==> src/rtl/cpu_fetch_unit.sv <==
// Instruction fetch / data access sequencer sharing one single-port RAM.
// Fetches into ir, serves load/store requests between instructions, supports halt/restart.
module cpu_fetch_unit #(
  parameter int ADDR_W  = 8,
  parameter int DATA_W  = 16,
  parameter int RAM_LAT = 1
) (
  input  logic              clk,
  input  logic              rst_n,
  input  logic [ADDR_W-1:0] start_pc,
  input  logic [DATA_W-1:0] ram_r_data,
  input  logic              next_req,
  input  logic              br_en,
  input  logic              br_rel,
  input  logic [ADDR_W-1:0] br_off,
  input  logic              mem_req,
  input  logic              mem_we,
  input  logic [ADDR_W-1:0] mem_addr,
  input  logic [DATA_W-1:0] mem_wdata,
  input  logic              halt,
  input  logic              restart,
  output logic [ADDR_W-1:0] ram_addr,
  output logic              ram_w_en,
  output logic [DATA_W-1:0] ram_w_data,
  output logic [DATA_W-1:0] ir,
  output logic              ir_valid,
  output logic [ADDR_W-1:0] pc,
  output logic [DATA_W-1:0] mem_rdata,
  output logic              mem_done,
  output logic              halted
);

  localparam int LAT_W = (RAM_LAT < 1) ? 1 : $clog2(RAM_LAT + 1);
  localparam logic [LAT_W-1:0] LAT_MAX = LAT_W'(RAM_LAT);

  typedef enum logic [2:0] {
    LOAD_PC, FETCH, READY, MEM_RD, MEM_WR, HALT
  } state_t;

  state_t            state;
  logic [ADDR_W-1:0] dar;
  logic [DATA_W-1:0] wdata_q;
  logic [LAT_W-1:0]  lat_cnt;

  always_comb begin
    ram_addr = pc;
    if (state == MEM_RD || state == MEM_WR) ram_addr = dar;
  end

  assign ram_w_data = wdata_q;

  // ir_valid, ram_w_en, mem_done and halted are registered: each is set on the
  // edge entering the cycle in which it must be high.
  always_ff @(posedge clk or negedge rst_n) begin
    if (!rst_n) begin
      state     <= LOAD_PC;
      pc        <= '0;
      ir        <= '0;
      dar       <= '0;
      wdata_q   <= '0;
      mem_rdata <= '0;
      lat_cnt   <= '0;
      ir_valid  <= 1'b0;
      ram_w_en  <= 1'b0;
      mem_done  <= 1'b0;
      halted    <= 1'b0;
    end else begin
      ram_w_en <= 1'b0;
      mem_done <= 1'b0;
      case (state)
        LOAD_PC: begin
          pc      <= start_pc;
          lat_cnt <= '0;
          state   <= FETCH;
        end
        FETCH: begin
          if (lat_cnt == LAT_MAX) begin
            ir       <= ram_r_data;
            pc       <= pc + 1'b1;
            ir_valid <= 1'b1;
            state    <= READY;
          end else begin
            lat_cnt <= lat_cnt + 1'b1;
          end
        end
        READY: begin
          if (halt) begin
            ir_valid <= 1'b0;
            halted   <= 1'b1;
            state    <= HALT;
          end else if (mem_req) begin
            dar      <= mem_addr;
            wdata_q  <= mem_wdata;
            lat_cnt  <= '0;
            ir_valid <= 1'b0;
            if (mem_we) begin
              ram_w_en <= 1'b1;
              mem_done <= 1'b1;
              state    <= MEM_WR;
            end else begin
              state <= MEM_RD;
            end
          end else if (next_req) begin
            ir_valid <= 1'b0;
            lat_cnt  <= '0;
            state    <= FETCH;
            if (br_en) pc <= br_rel ? pc + br_off : br_off;
          end
        end
        MEM_RD: begin
          if (lat_cnt == LAT_MAX) begin
            mem_rdata <= ram_r_data;
            ir_valid  <= 1'b1;
            state     <= READY;
          end else begin
            lat_cnt  <= lat_cnt + 1'b1;
            // pulse lands in the final count cycle, when the data is captured
            mem_done <= (LAT_W'(lat_cnt + 1'b1) == LAT_MAX);
          end
        end
        MEM_WR: begin
          ir_valid <= 1'b1;
          state    <= READY;
        end
        HALT: begin
          if (restart) begin
            halted <= 1'b0;
            state  <= LOAD_PC;
          end
        end
        default: state <= LOAD_PC;
      endcase
    end
  end

endmodule

==> config.mk <==
export PLATFORM = sky130hd
export DESIGN_NAME = cpu_fetch_unit
export DESIGN_NICKNAME = d
export VERILOG_FILES = /design/src/rtl/cpu_fetch_unit.sv
export SDC_FILE = /design/constraint.sdc
export NUM_CORES = 1
export LEC_CHECK = 0
export CORE_ASPECT_RATIO = 0.9
export CORE_UTILIZATION = 30
export CTS_CLUSTER_DIAMETER = 80
export CTS_CLUSTER_SIZE = 20
export DETAILED_ROUTE_END_ITERATION = 8
export PLACE_DENSITY = 0.7
export SLEW_MARGIN = 10
export SYNTH_ARGS = -nofsm -noshare
export SYNTH_HDL_FRONTEND = slang
export SYNTH_SLANG_ARGS = --single-unit
export TNS_END_PERCENT = 10
==> constraint.sdc <==
create_clock -name clk -period 2.2 [get_ports clk]
set_clock_uncertainty 0.2 [all_clocks]
set_input_delay 0.44 -clock clk [delete_from_list [all_inputs] [get_ports clk]]
set_output_delay 0.44 -clock clk [all_outputs]
set_load 0.005 [all_outputs]
==> results.yml <==
logic_synthesis:
  syn_avg_cell_area_sq_um: 12.2
  yosysMostFrequentCell: "dfrtp_1"
  synth_fp_nets: 382
  synth_commonest_cells: "dfrtp_1, mux2_2, o21ai_0"
  ys_types: 60
  async_flop_share_pct: 100
  syn_area_sq_um: 3770
  synth_cells: 308
  seq_area_frac_synth_pct: 47.8
  ys_warn_count: 0
  synth_area_leader_cell: "dfrtp_1"
  synth_edf_count: 0
  ys_ff_latch: 72
  netlist.area_leader.share_pct: 47.8
  synthTopCellsByArea: "dfrtp_1, mux2_2, mux2_4, o21ai_0, ha_1"
  synth_flop_cell: "dfrtp_1"
clock_tree:
  clk_path_buf_depth: 2
  path_clk_slew_ns: 0.06
  htree_levels: 3
  cts_tree: "done"
  cts_buffers: 9
  clock_sink_count: 72
  root_buffer: "clkbuf_16"
  insertion_delay_ns: 0.32
setup_path:
  cp_max_fo: 4
  start_kind: "flip-flop"
  reg2reg_setup_slack_ns: 0.05
  arrival_ns: 1.73
  critPathRequiredTime_ns: 1.56
  critPathKind: "reg -> out"
  critPathCaptureType: "output pin"
global_routing:
  grt_pass1_vias: 3324
  grt_pass1_wl_mm: 16.5
  grt_max_degree: 35
  antenna_found_initial: 0
  overflow: 0
  grt_usage_pct: 16.3
final_layout:
  syn_to_final_growth_pct: 59.0
  final_layout_size_suffix_gt1_share_pct: 30.7
  antennaDiodeCount: 0
  fill_cells: 1101
  fin_area_sq_um: 5990
  final_core_util_pct: 49.4
  layout.nets: 562
pwr:
  irDropWorstVdd_uv: 597
  finalPower_w: 0.00871
  netSwitchingPower_w: 0.00280
  p_int_w: 0.00591
  p_comb_share_pct: 54.4
  power_density_nw_per_um2: 1450
  clock_power_share_pct: 17.8
  power_leakage_nw: 2.63
  swShare_pct: 32.2
  p_seq_share_pct: 27.7
floorplanning:
  die_y_microns: 108
  fp.dieW_microns: 120
  coreArea_sq_um: 12100
  die_area_sq_um: 13000
  io_pins: 133
  start_util_pct: 31.1
  num_rows: 38
route:
  vias: 3168
  wire_per_inst_microns: 15.7
  drt_iter0_markers: 118
  wirelength_mm: 10.2
  antenna_left: 0
  viasPerCell: 4.86
  first_pass_iters: 4
  drc: 0
outcome:
  status: "complete, but fails checks"
  violations: "setup timing"
flow_run:
  max-cap-violations: 0
min_path:
  min_path_type: "reg -> reg"
placement:
  hpwl_mm: 7.73
  io_buffers: 132
  routabilityCongestion: 0.820
  placed_area_sq_um: 5550
timing:
  fin_crit_sh_pct: 108
  timing.fmax_mhz: 422
  relSlewSlack_pct: 70.7
  slew_violations: 0
  rsz0062_at_grt: "true"
  setup_ws_ns: -0.168
  final-setup-viol-count: 8
  whs_ns: 0.292
  finalHoldViolCount: 0
  finalCriticalPeriod_ns: 2.37
  tightest_slew_ns: 0.428
==> metrics by stage <==
| step | instances | TNS [ns] | worst slack (ns) |
|---|---|---|---|
| after global placement | 630 | -3.88 | -0.536 |
| after global routing | 652 | -1.53 | -0.208 |
| after detailed placement | 630 | -4.52 | -0.602 |
| after floorplan | 308 | 0 | 0.0260 |
| final | 652 | -1.13 | -0.168 |
| after CTS | 651 | -1.20 | -0.164 |
==> registers in the layout, indices dropped and copies added (netlist names) <==
signal	cells
mem_done	1
lat_cnt	1
mem_rdata	16
dar	8
halted	1
ir	16
ram_w_data	16
ir_valid	1
ram_w_en	1
state	3
pc	8
==> power by group through the flow <==
stage                     clock network, W  logic, W  registers (W)
after floorplan                          0   0.00219        0.00244
after detailed placement                 0   0.00457        0.00242
after global routing               0.00165   0.00513        0.00250
after global placement                   0   0.00447        0.00238
final                              0.00155   0.00474        0.00242
after CTS                          0.00159   0.00472        0.00242
==> placed cells by master (no fill, tap or decap), types with 4 or more instances in the layout <==
cell type        instances
a21o_1                   5
a21oi_1                 18
a31oi_1                  4
buf_2                    4
buf_4                   43
buf_6                    8
clkbuf_16                9
clkdlybuf4s50_1        121
dfrtp_1                 71
ha_1                     7
inv_1                    4
mux2_1                   5
mux2_2                  36
mux2_4                  22
mux2i_1                  5
nand2_1                 12
nor2_1                  15
o21ai_0                 20
xnor2_1                  6
==> worst paths after layout <==
path	from	depth (start not counted)	endpoint
max in group asynchronous	rst_n	3	ram_w_data[10]
max reg2reg	state[1]	7	dar[5]
min	ir[7]	1	ir[7]
min reg2reg	ir[7]	1	ir[7]
max	state[1]	5	ram_addr[3]
min in group asynchronous	rst_n	2	ir[7]
==> logic make-up (layout without fill, tap and decap cells) <==
kind of cell / Yosys count / count (layout) / synth area share (%)
AO/OA/AOI/OAI: 76 / 77 / 12.9
XOR/XNOR: 7 / 7 / 1.63
adder cells (fa/ha/maj): 9 / 9 / 3.19
buffers and inverters: 19 / 202 / 3.09
flip-flops: 72 / 72 / 47.8
multiplexers: 69 / 69 / 22.4
AND/OR/NAND/NOR: 56 / 56 / 8.93
==> critical path: stages (launching register included) <==
cell and delay (ns):
dfrtp_1 0.40, buf_6 0.13, and2b_2 0.22, a21o_1 0.23, mux2_4 0.32, buf_6 0.12
==> layer usage <==
| layer | GRT usage, % | vias up | wire [microns] |
|---|---|---|---|
| li1 | - | 1498 | - |
| met1 | 19.4 | 1551 | 4170 |
| met2 | 28.2 | 105 | 5200 |
| met3 | 4.91 | 14 | 703 |
| met4 | 4.91 | 0 | 136 |
| met5 | 0 | - | 0 |
==> final cells by class <==
type | count | area, sq um | area share [%]
Inverter | 5 | 18.8 | 0.313
Tap cell | 160 | 200 | 3.34
Clock inverter | 5 | 81.3 | 1.36
Sequential cell | 72 | 1800 | 30.1
Multi-Input combinational cell | 218 | 1920 | 32.0
Clock buffer | 10 | 239 | 3.99
Timing Repair Buffer | 182 | 1730 | 28.9
==> what timing repair did <==
action                                  4_1_cts  5_1_grt
hold buffers                                  1        0
setup buffers                                 4        1
pin swaps                                     5        1
cloned                                        1        0
endpoints found under the setup margin       12       40
gates resized for setup                      54        7
hold endpoints to repair                     32        0
Note: power is estimated with default switching activity, not from simulation.
